**config.mk**
```make
export PLATFORM = sky130hd
export DESIGN_NAME = pipe_stage_reg
export DESIGN_NICKNAME = d
export VERILOG_FILES = /design/src/rtl/pipe_pkg.sv /design/src/rtl/pipe_stage_reg.sv
export SDC_FILE = /design/constraint.sdc
export NUM_CORES = 1
export LEC_CHECK = 0
export ABC_AREA = 1
export BUFFER_PORTS_ARGS = -buffer_cell sky130_fd_sc_hd__buf_2
export CAP_MARGIN = 20
export CORE_UTILIZATION = 54
export DETAILED_ROUTE_END_ITERATION = 16
export PLACE_DENSITY = 0.77
export SLEW_MARGIN = 10
export SYNTH_ARGS = -nofsm -noshare
export SYNTH_HDL_FRONTEND = slang
export SYNTH_SLANG_ARGS = --single-unit
```
**constraint.sdc**
```tcl
create_clock -name Clk -period 6.6 [get_ports Clk]
set_input_delay 1.32 -clock Clk [delete_from_list [all_inputs] [get_ports Clk]]
set_output_delay 1.32 -clock Clk [all_outputs]
set_load 0.01 [all_outputs]
```
**src/rtl/pipe_pkg.sv**
```systemverilog
// Shared constants for the pipeline-boundary registers: bundle widths for each
// stage boundary and the occupancy encoding used by pipe_stage_reg.
package pipe_pkg;

    // Bundle widths per pipeline boundary (callers pack/unpack their own fields)
    localparam int IFID_CTRL_W  = 1;
    localparam int IFID_DATA_W  = 64;
    localparam int IDEX_CTRL_W  = 8;
    localparam int IDEX_DATA_W  = 106;
    localparam int EXMEM_CTRL_W = 5;
    localparam int EXMEM_DATA_W = 70;
    localparam int MEMWB_CTRL_W = 3;
    localparam int MEMWB_DATA_W = 38;

    // Occupancy encoding: number of held entries
    localparam logic [1:0] OCC_EMPTY = 2'd0;
    localparam logic [1:0] OCC_ONE   = 2'd1;
    localparam logic [1:0] OCC_FULL  = 2'd2;

endpackage

```
**src/rtl/pipe_stage_reg.sv**
```systemverilog
// Generic flushable pipeline stage register with valid/ready handshake.
// SKID=1 adds a second slot so In_Ready can be registered (no combinational
// path from Out_Ready back upstream); SKID=0 is a single slot with a
// combinational ready. The head is always the main slot; order is FIFO.
module pipe_stage_reg
    import pipe_pkg::*;
#(
    parameter int CTRL_W = 3,
    parameter int DATA_W = 38,
    parameter int SKID   = 1
) (
    input  logic              Clk,
    input  logic              Rst_n,
    input  logic              Flush,
    input  logic              In_Valid,
    output logic              In_Ready,
    input  logic [CTRL_W-1:0] In_Ctrl,
    input  logic [DATA_W-1:0] In_Data,
    output logic              Out_Valid,
    input  logic              Out_Ready,
    output logic [CTRL_W-1:0] Out_Ctrl,
    output logic [DATA_W-1:0] Out_Data,
    output logic [1:0]        Occupancy
);

    logic [1:0]        occ;
    logic              main_valid;
    logic [CTRL_W-1:0] main_ctrl;
    logic [DATA_W-1:0] main_data;
    logic [CTRL_W-1:0] skid_ctrl;
    logic [DATA_W-1:0] skid_data;
    logic              in_ready_w;

    logic              in_xfer;
    logic              out_xfer;
    logic [1:0]        nxt_occ;
    logic              nxt_valid;
    logic              ld_main_in;
    logic              ld_main_skid;
    logic              ld_skid;

    assign in_xfer  = In_Valid && in_ready_w;
    assign out_xfer = main_valid && Out_Ready;

    // Next occupancy and slot-load strobes; Flush overrides every transition
    // NOTE: every output of this block gets a default first so no latch is inferred.
    always_comb begin
        nxt_occ      = occ;
        nxt_valid    = main_valid;
        ld_main_in   = 1'b0;
        ld_main_skid = 1'b0;
        ld_skid      = 1'b0;
        if (Flush) begin
            nxt_occ   = OCC_EMPTY;
            nxt_valid = 1'b0;
        end else if (SKID != 0) begin
            case (occ)
                OCC_EMPTY: begin
                    if (in_xfer) begin
                        nxt_occ    = OCC_ONE;
                        nxt_valid  = 1'b1;
                        ld_main_in = 1'b1;
                    end
                end
                OCC_ONE: begin
                    if (in_xfer && out_xfer) begin
                        ld_main_in = 1'b1;
                    end else if (in_xfer) begin
                        nxt_occ = OCC_FULL;
                        ld_skid = 1'b1;
                    end else if (out_xfer) begin
                        nxt_occ   = OCC_EMPTY;
                        nxt_valid = 1'b0;
                    end
                end
                OCC_FULL: begin
                    // In_Ready is low here, so only the drain side can move
                    if (out_xfer) begin
                        nxt_occ      = OCC_ONE;
                        ld_main_skid = 1'b1;
                    end
                end
                default: begin
                    nxt_occ   = OCC_EMPTY;
                    nxt_valid = 1'b0;
                end
            endcase
        end else begin
            if (in_xfer) begin
                nxt_occ    = OCC_ONE;
                nxt_valid  = 1'b1;
                ld_main_in = 1'b1;
            end else if (out_xfer) begin
                nxt_occ   = OCC_EMPTY;
                nxt_valid = 1'b0;
            end
        end
    end

    // Head (main) slot and occupancy; the head data resets so Out_Data starts at zero
    // NOTE: sequential state uses non-blocking assignments so all registers update together.
    always_ff @(posedge Clk or negedge Rst_n) begin
        if (!Rst_n) begin
            occ        <= OCC_EMPTY;
            main_valid <= 1'b0;
            main_ctrl  <= '0;
            main_data  <= '0;
        end else begin
            occ        <= nxt_occ;
            main_valid <= nxt_valid;
            if (ld_main_in) begin
                main_ctrl <= In_Ctrl;
                main_data <= In_Data;
            end else if (ld_main_skid) begin
                main_ctrl <= skid_ctrl;
                main_data <= skid_data;
            end
        end
    end

    generate
        if (SKID != 0) begin : g_skid
            logic in_ready_q;

            // Skid slot payload; its validity is carried by occ, so no reset is needed
            // NOTE: storage qualified by a separately reset valid/occupancy is left unreset.
            always_ff @(posedge Clk) begin
                if (ld_skid) begin
                    skid_ctrl <= In_Ctrl;
                    skid_data <= In_Data;
                end
            end

            // Registered ready: accept whenever the next state leaves room
            always_ff @(posedge Clk or negedge Rst_n) begin
                if (!Rst_n) begin
                    in_ready_q <= 1'b1;
                end else begin
                    in_ready_q <= (nxt_occ != OCC_FULL);
                end
            end

            assign in_ready_w = in_ready_q;
        end else begin : g_noskid
            assign skid_ctrl  = '0;
            assign skid_data  = '0;
            assign in_ready_w = !main_valid || Out_Ready;
        end
    endgenerate

    assign In_Ready  = in_ready_w;
    assign Out_Valid = main_valid;
    // Bubbles never present live control bits downstream
    assign Out_Ctrl  = main_valid ? main_ctrl : '0;
    assign Out_Data  = main_data;
    assign Occupancy = occ;

endmodule

```
==> metrics.txt, run 1 <==
Reg clk slew, reported paths 0.08 ns; clock share of power 29.9%; CP Launch Type input pin; status complete, no violations; Mapped Area 0.00414 sq mm; f_max 274 MHz; CP most frequent cell nand2_1; post-cts resize count 0; sequential share of the synthesized area between 50% and 60%; Worst-Skew Late Latency 0.36 ns; slew at the pin with the worst max-slew slack approximately 1.1 ns; maxcap violations 0; CTS buffer count 9; Post-CTS Setup Inserts 0; Final setup viols 0; clock root buffer clkbuf_8; critical path buffer and inverter count 1; Clock Tree Buf Depth 2; CP max stage cell nand3_2; DRC violations left 0; CTS tree yes; largest net degree at the start of global routing 85; CP endpoint kind register; number of global-route vias before repair 3,145; Row Count 31; Slew HR 28.7%; Largest delay share family, worst path simple AND/OR/NAND/NOR gates; sequential share of power 49.2%; vias per cell between 5 and 6; Yosys warnings 0; count of cell types in the netlist 18; synthesized area per cell 9.42 sq um; share of cells above drive strength 1 a little over 30%; DP HPWL 5500 um; final hold viol count 0; P_int 989 uW; CTS HTree Levels 3; Die ar. 0.00801 sq mm; 1st-iter DRT viols 217; TritonCTS Sinks 86; ANT cells 0; Max stage delay on crit path 0.97 ns; WS Path Type input pin to register; net load switching power 418 uW; min Tclk post-route 3.65 ns; Syn-to-layout area delta 17.4%; RSZ-0062 raised after global routing no; final core utilization roughly 66%; Final nets approximately 570; Leak Pwr approximately 2.7 nW; Horiz. Die Dim between 80 and 90 um; Worst Skew ~0.014 ns; Final Wtd Congestion 0.825; commonest non-fill, non-tap cell in the layout nand2_1; number of antenna violations at the first check in global routing 0; grt ovf 0; I/O pins 91; Combinational Power Share 20.8%; class of the worst hold path register to register; Post-Route WL between 8000 and 9000 um; global-route wire length before repair 14,400 um; port buffer count 90; worst vdd ir 0.140 mV; Die Y 89.5 um; sw frac 29.7%; DRT Pass-1 Iters 5; Crit Path Max Fanout 84; Final Max Tran Viols 0; routed length per instance 14.3 um; Global Route Usage Sum 24.1%; crit path DAT between 3 and 4 ns; Final Cycle Share 55.3%; Syn Nets 485; DR vias 3,191; Starting Density 56.4%; Critical Path, Cell by Cell buf_2 -> nand2_1 -> nor2_2 -> nand2_4 -> nand3_2 -> nand3_1 -> nand2_1; setup TNS 0 ns; Routed Antenna Nets 0; Core Region about 0.0073 sq mm; Hold-fix buffers, CTS 0; Seq cells post-synth 86; CP required 6.83 ns; Pwr Density approximately 290 mW/mm^2; most frequent cells in the layout nand2_1, inv_1, buf_2, nand3_1, dfrtp_1; synthesized netlist cell count 439
worst min-delay path, cell delays in order, from the launching register on:
cell and delay, ns:
dfrtp_1 0.35, nand3_1 0.07, nand2_1 0.06
power by group through the flow:
stage | combinational, mW | sequential, mW | clock [mW]
after global routing | 0.333 | 0.701 | 0.452
final | 0.293 | 0.693 | 0.421
after detailed placement | 0.295 | 0.702 | 0
after CTS | 0.296 | 0.692 | 0.428
after floorplan | 0.137 | 0.729 | 0
after global placement | 0.283 | 0.702 | 0
per-layer routing:
layer  track usage (%)  routed length, um  up-vias
li1                  -                  -     1556
met1              31.5               3630     1514
met2              38.9               4550      102
met3              5.36                492       19
met4              10.1                223        0
met5                 0                  0        -
cell usage after synthesis:
library cell	instances	share of area, %
nand3_2	41	9.9
clkinv_1	1	0.091
nand2_2	3	0.45
nor2_2	3	0.45
a21oi_1	2	0.24
nand2_1	92	8.3
inv_2	1	0.091
nor2_1	2	0.18
edfxtp_1	41	30
nor4_1	1	0.15
nand3_1	87	11
dfstp_2	1	0.64
inv_1	91	8.3
dfrtp_1	44	27
buf_6	5	1.4
o21ai_0	3	0.36
o21ai_1	1	0.12
buf_2	20	2.4
registers in the layout, indices dropped and copies added (netlist names):
signal / cells
Out_Data: 38
skid_data: 38
main_ctrl: 3
skid_ctrl: 3
Occupancy: 2
In_Ready: 1
Out_Valid: 1
final timing paths:
kind	slack, ns	end	from	cells past startpoint
max in group asynchronous	5.14	Occupancy[1]	Rst_n	2
setup / recovery	2.95	Out_Data[32]	In_Valid	7
hold / removal	0.51	Out_Data[8]	Out_Data[8]	2
min in group asynchronous	0.93	Out_Data[9]	Rst_n	1
setup reg to reg	3.57	Out_Data[32]	Out_Valid	6
hold reg to reg	0.51	Out_Data[8]	Out_Data[8]	2
through the flow:
| stage | instance area (sq um) | setup WS (ns) | instances | power, mW | hold WS [ns] |
|---|---|---|---|---|---|
| 3_5_place_dp | 4600 | 2.54 | 607 | 0.996 | 0.492 |
| 2_1_floorplan | 4140 | 0.571 | 439 | 0.866 | 0.476 |
| 4_1_cts | 4830 | 2.91 | 623 | 1.42 | 0.514 |
| 6_report | 4850 | 2.95 | 624 | 1.41 | 0.507 |
| 3_3_place_gp | 4600 | 2.63 | 607 | 0.985 | 0.489 |
| 5_1_grt | 4850 | 2.63 | 624 | 1.49 | 0.528 |
area by class of cell:
cell class	instances	area, sq um
inverters	93	349
multi-input cells	235	1280
well taps	99	124
clock buffers	10	138
repair buffers	95	508
flip-flops and latches	86	2360
clock inverters	6	93.8
fillers	601	2480
logic make-up after synthesis:
group / count (synthesis) / share of synthesized area [%]
simple gates: 229 / 30.0
buf+inv: 118 / 12.2
flops: 86 / 57.0
compound gates: 6 / 0.726
Note: power is estimated with default switching activity, not from simulation.
==> run 2: changes to the inputs <==
==> constraint.sdc (replaced) <==
create_clock -name Clk -period 3.6 [get_ports Clk]
set_input_delay 0.72 -clock Clk [delete_from_list [all_inputs] [get_ports Clk]]
set_output_delay 0.72 -clock Clk [all_outputs]
set_load 0.01 [all_outputs]
==> metrics.txt, run 2 (synthesis results as in run 1) <==
status complete, no violations (unchanged); DP HPWL 5660 um (was 5500 um); Final nets 571 (was 566); Crit Path Max Fanout 35 (was 84); RSZ-0062 raised after global routing no (unchanged); TritonCTS Sinks 86 (unchanged); sw frac 30.7% (was 29.7%); CP most frequent cell nand2_1 (unchanged); CTS tree yes (unchanged); Routed Antenna Nets 0 (unchanged); Pwr Density 513 mW/mm^2 (was 290 mW/mm^2); Leak Pwr 2.66 nW (about the same); Post-Route WL 8870 um (was 8890 um); Hold-fix buffers, CTS 0 (unchanged); vias per cell 5.04 (was 5.11); Reg2Reg Setup Slack 1.28 ns (was 3.57 ns); 1st-iter DRT viols 169 (was 217); number of global-route vias before repair 3,054 (was 3,145); port buffer count 90 (unchanged); sequential share of power 50.7% (was 49.2%); most frequent cells in the layout nand2_1, inv_1, buf_2, nand3_1, dfrtp_1 (unchanged); final core utilization 66.3% (was 66.2%); ANT cells 0 (unchanged); DR vias 3,168 (was 3,191); maxcap violations 0 (unchanged); DRC violations left 0 (unchanged); commonest non-fill, non-tap cell in the layout nand2_1 (unchanged); crit path DAT 2.56 ns (was 3.89 ns); Row Count 31 (unchanged); Global Route Usage Sum 23.7% (was 24.1%); CP Launch Type register (was input pin); share of cells above drive strength 1 31.1% (was 30.7%); Final Wtd Congestion 0.827 (was 0.825); Die Y 89.5 um (unchanged); worst vdd ir 0.286 mV (was 0.140 mV); CTS buffer count 9 (unchanged); post-cts resize count 0 (unchanged); Reg clk slew, reported paths 0.09 ns (was 0.08 ns); Core Region 0.00733 sq mm (unchanged); DRT Pass-1 Iters 4 (was 5); I/O pins 91 (unchanged); number of antenna violations at the first check in global routing 0 (unchanged); Final Max Tran Viols 0 (unchanged); routed length per instance 14.1 um (was 14.3 um); WS Path Type register to register (was input pin to register); highest metal used met4 (unchanged); Final setup viols 0 (unchanged); Clock Tree Buf Depth 2 (unchanged); final hold viol count 0 (unchanged); clock share of power 27.4% (was 29.9%); CP max stage cell dfstp_2 (was nand3_2); Worst-Skew Late Latency 0.36 ns (about the same); global-route wire length before repair 14,300 um (was 14,400 um); Critical Path, Cell by Cell nand2_1 -> nor2_2 -> nand2_4 -> nand2_2 -> buf_4 -> nand2_1 -> nand3_1 -> nand2_1 (was buf_2 -> nand2_1 -> nor2_2 -> nand2_4 -> nand3_2 -> nand3_1 -> nand2_1); setup TNS 0 ns (unchanged); Syn-to-layout area delta 17.5% (was 17.4%); P_int 1.73 mW (was 989 uW); CP endpoint kind register (unchanged); class of the worst hold path input pin to async pin (was register to register); clock root buffer clkbuf_8 (unchanged); f_max 432 MHz; Max stage delay on crit path 0.54 ns (was 0.97 ns); metal2 WL 4360 um (was 4550 um); Slew HR 49.4% (was 28.7%); CP required 3.85 ns (was 6.83 ns); largest net degree at the start of global routing 51 (was 85); grt ovf 0 (unchanged); Post-CTS Setup Inserts 0 (unchanged); Filler Cell Count 610 (was 601); Starting Density 56.4% (unchanged); M1 WL 3980 um (was 3630 um); Worst Skew 0.00909 ns (was 0.0140 ns); min Tclk post-route 2.32 ns; Die ar. 0.00801 sq mm (unchanged); net load switching power 764 uW (was 418 uW); Horiz. Die Dim 89.5 um (unchanged); Combinational Power Share 21.9% (was 20.8%); WL met3 419 um (was 492 um); Multi-input gate area 0.00129 sq mm (was 0.00128 sq mm); sequential cell area 0.00236 sq mm (unchanged); CTS HTree Levels 3 (unchanged); Final Cycle Share 64.3%; slew at the pin with the worst max-slew slack 0.758 ns (was 1.07 ns)
-- run 2: routing by layer --
metal	vias to the layer above	GRT usage [%]
met5	-	0
met2	92	39.9
li1	1563	-
met1	1501	31.0
met3	12	3.97
met4	0	8.80
-- run 2: cell type report --
cell class | count | area share [%]
well taps | 99 | 2.55
inverters | 93 | 7.19
multi-input cells | 235 | 26.6
clock buffers | 9 | 2.55
clock inverters | 7 | 1.49
repair buffers | 100 | 11.1
flip-flops and latches | 86 | 48.5
-- run 2: per-stage QoR --
step / setup WS (ns) / power [mW] / area, sq um / hold WS, ns / std cells
2_1_floorplan: 0.845 / 1.59 / 4150 / 0.424 / 439
3_3_place_gp: 1.08 / 1.81 / 4640 / 0.487 / 612
3_5_place_dp: 1.01 / 1.83 / 4640 / 0.488 / 612
4_1_cts: 1.30 / 2.51 / 4840 / 0.512 / 628
5_1_grt: 1.12 / 2.63 / 4860 / 0.356 / 629
6_report: 1.28 / 2.49 / 4860 / 0.327 / 629
-- run 2: power by group through the flow --
stage / Sequential, mW / Clock [mW] / Combinational [mW]
2_1_floorplan: 1.34 / 0 / 0.253
3_3_place_gp: 1.28 / 0 / 0.534
3_5_place_dp: 1.28 / 0 / 0.548
4_1_cts: 1.26 / 0.694 / 0.553
5_1_grt: 1.28 / 0.734 / 0.619
6_report: 1.26 / 0.682 / 0.547
-- run 2: worst paths after layout --
check	end	depth (start not counted)	start
max	Out_Data[27]	8	In_Ready
min	Out_Data[8]	1	Rst_n
max reg2reg	Out_Data[27]	8	In_Ready
min reg2reg	Out_Data[6]	2	Out_Data[6]
max in group asynchronous	In_Ready	2	Rst_n
min in group Clk	Out_Data[6]	2	Out_Data[6]
-- run 2: critical path: cells and delay by family (launching register included) --
kind                   cells  cell delay, ns
buffers and inverters      1            0.27
flip-flops                 1            0.54
AND/OR/NAND/NOR            7            1.39
==> run 3: changes to the inputs <==
==> constraint.sdc (replaced) <==
create_clock -name Clk -period 2.4 [get_ports Clk]
set_input_delay 0.48 -clock Clk [delete_from_list [all_inputs] [get_ports Clk]]
set_output_delay 0.48 -clock Clk [all_outputs]
set_load 0.01 [all_outputs]
==> metrics.txt, run 3 (synthesis results as in run 1) <==
Horiz. Die Dim 89.5 um (unchanged); crit path DAT 2.07 ns (was 2.56 ns); Worst Skew 0.00951 ns (was 0.00909 ns); worst vdd ir 0.371 mV (was 0.286 mV); CTS buffer count 9 (unchanged); Final Max Tran Viols 0 (unchanged); WS Path Type register to register (unchanged); Core Region 0.00733 sq mm (unchanged); final hold viol count 0 (unchanged); CP required 2.65 ns (was 3.85 ns); Slew HR 63.7% (was 49.4%); clock root buffer clkbuf_8 (unchanged); Placed Instances 617 (was 612); Filler Cell Count 589 (was 610); class of the worst hold path input pin to async pin (unchanged); Final Wtd Congestion 0.829 (was 0.827); maxcap violations 0 (unchanged); Post-CTS Setup Inserts 0 (unchanged); TritonCTS Sinks 86 (unchanged); final core utilization 67.2% (was 66.3%); status complete, no violations (unchanged); DR vias 3,156 (was 3,168); port buffer count 90 (unchanged); Reg clk slew, reported paths 0.09 ns (about the same); number of global-route vias before repair 2,894 (was 3,054); share of cells above drive strength 1 32.0% (was 31.1%); Global Route Usage Sum 23.1% (was 23.7%); DRC violations left 0 (unchanged); Die ar. 0.00801 sq mm (unchanged); f_max 550 MHz (was 432 MHz); setup TNS 0 ns (unchanged); Crit Path Max Fanout 23 (was 35); I/O pins 91 (unchanged); Final nets 575 (was 571); Die Y 89.5 um (unchanged); Hold-fix buffers, CTS 0 (unchanged); Starting Density 56.4% (unchanged); Row Count 31 (unchanged); Routed Antenna Nets 0 (unchanged); Pwr Density 777 mW/mm^2 (was 513 mW/mm^2); CTS tree yes (unchanged); Syn-to-layout area delta 19.1% (was 17.5%); Leak Pwr 2.70 nW (was 2.66 nW); Post-Route WL 8980 um (was 8870 um); Worst-Skew Late Latency 0.36 ns (about the same); number of antenna violations at the first check in global routing 0 (unchanged); min Tclk post-route 1.82 ns (was 2.32 ns); largest net degree at the start of global routing 38 (was 51); CTS HTree Levels 3 (unchanged); vias per cell 4.99 (was 5.04); Clock Tree Buf Depth 2 (unchanged); post-cts resize count 0 (unchanged); CP Launch Type register (unchanged); final non-filler cell total 633 (was 629); total power 3.83 mW (was 2.49 mW); global-route wire length before repair 13,700 um (was 14,300 um); CP endpoint kind register (unchanged); RSZ-0062 raised after global routing no (unchanged); routed length per instance 14.2 um (was 14.1 um); ANT cells 0 (unchanged); most frequent cells in the layout nand2_1, inv_1, buf_2, nand3_1, dfrtp_1 (unchanged); Final Cycle Share 75.8% (was 64.3%); slew at the pin with the worst max-slew slack 0.544 ns (was 0.758 ns); DRT Pass-1 Iters 5 (was 4); smallest hold slack 0.0961 ns (was 0.327 ns); 1st-iter DRT viols 208 (was 169); Final setup viols 0 (unchanged); grt ovf 0 (unchanged); DP HPWL 5970 um (was 5660 um)
==> run 3: cell count changes in the layout (fill, tap and decap cells not counted), sizes merged <==
cell	previous run	this run
inv	94	92
clkinvlp	1	2
buf	100	104
bufinv	1	2
==> run 3: worst paths after layout <==
kind / from / slack [ns] / cells past startpoint / endpoint
worst max-delay path: In_Ready / 0.58 / 8 / Out_Data[32]
min in group Clk: In_Data[18] / 0.30 / 1 / skid_data[18]
max in group asynchronous: Rst_n / 1.70 / 2 / In_Ready
worst min register to register: Out_Data[12] / 0.50 / 2 / Out_Data[12]
worst max register to register: In_Ready / 0.58 / 8 / Out_Data[32]
worst min-delay path: Rst_n / 0.1 / 1 / Out_Data[18]
==> run 3: where the power goes <==
group	internal, mW	leakage, nW	switching (mW)
logic	0.341	1.67	0.483
registers	1.77	0.927	0.130
clock network	0.579	0.103	0.523
==> run 3: stage by stage <==
step                area [sq um]  worst slack (ns)
floorplan                   4160            -0.113
global placement            4710             0.573
detailed placement          4710             0.539
CTS                         4930             0.590
global route                4930             0.435
finish                      4930             0.580
==> run 3: critical path: stages, from the launching register on <==
cell	delay (ns)
dfstp_2	0.56
nand2_4	0.08
inv_1	0.10
nand3_2	0.26
nand2_2	0.18
buf_4	0.29
nand2_1	0.11
nand3_1	0.09
nand2_1	0.05
==> run 3: layout make-up <==
class	count	area, sq um	area share, %
sequential	86	2360	47.9
multi-input combinational	235	1300	26.4
timing repair buffer	104	581	11.8
inverter	93	350	7.11
clock buffer	9	124	2.51
tap	99	124	2.51
clock inverter	7	88.8	1.80
==> run 3: layer usage <==
layer  track usage [%]  up-vias  wire [um]
met1              30.7     1486       3910
li1                  -     1564          -
met5                 0        -          0
met4              9.09        0        112
met2              37.0       97       4450
met3              5.17        9        511
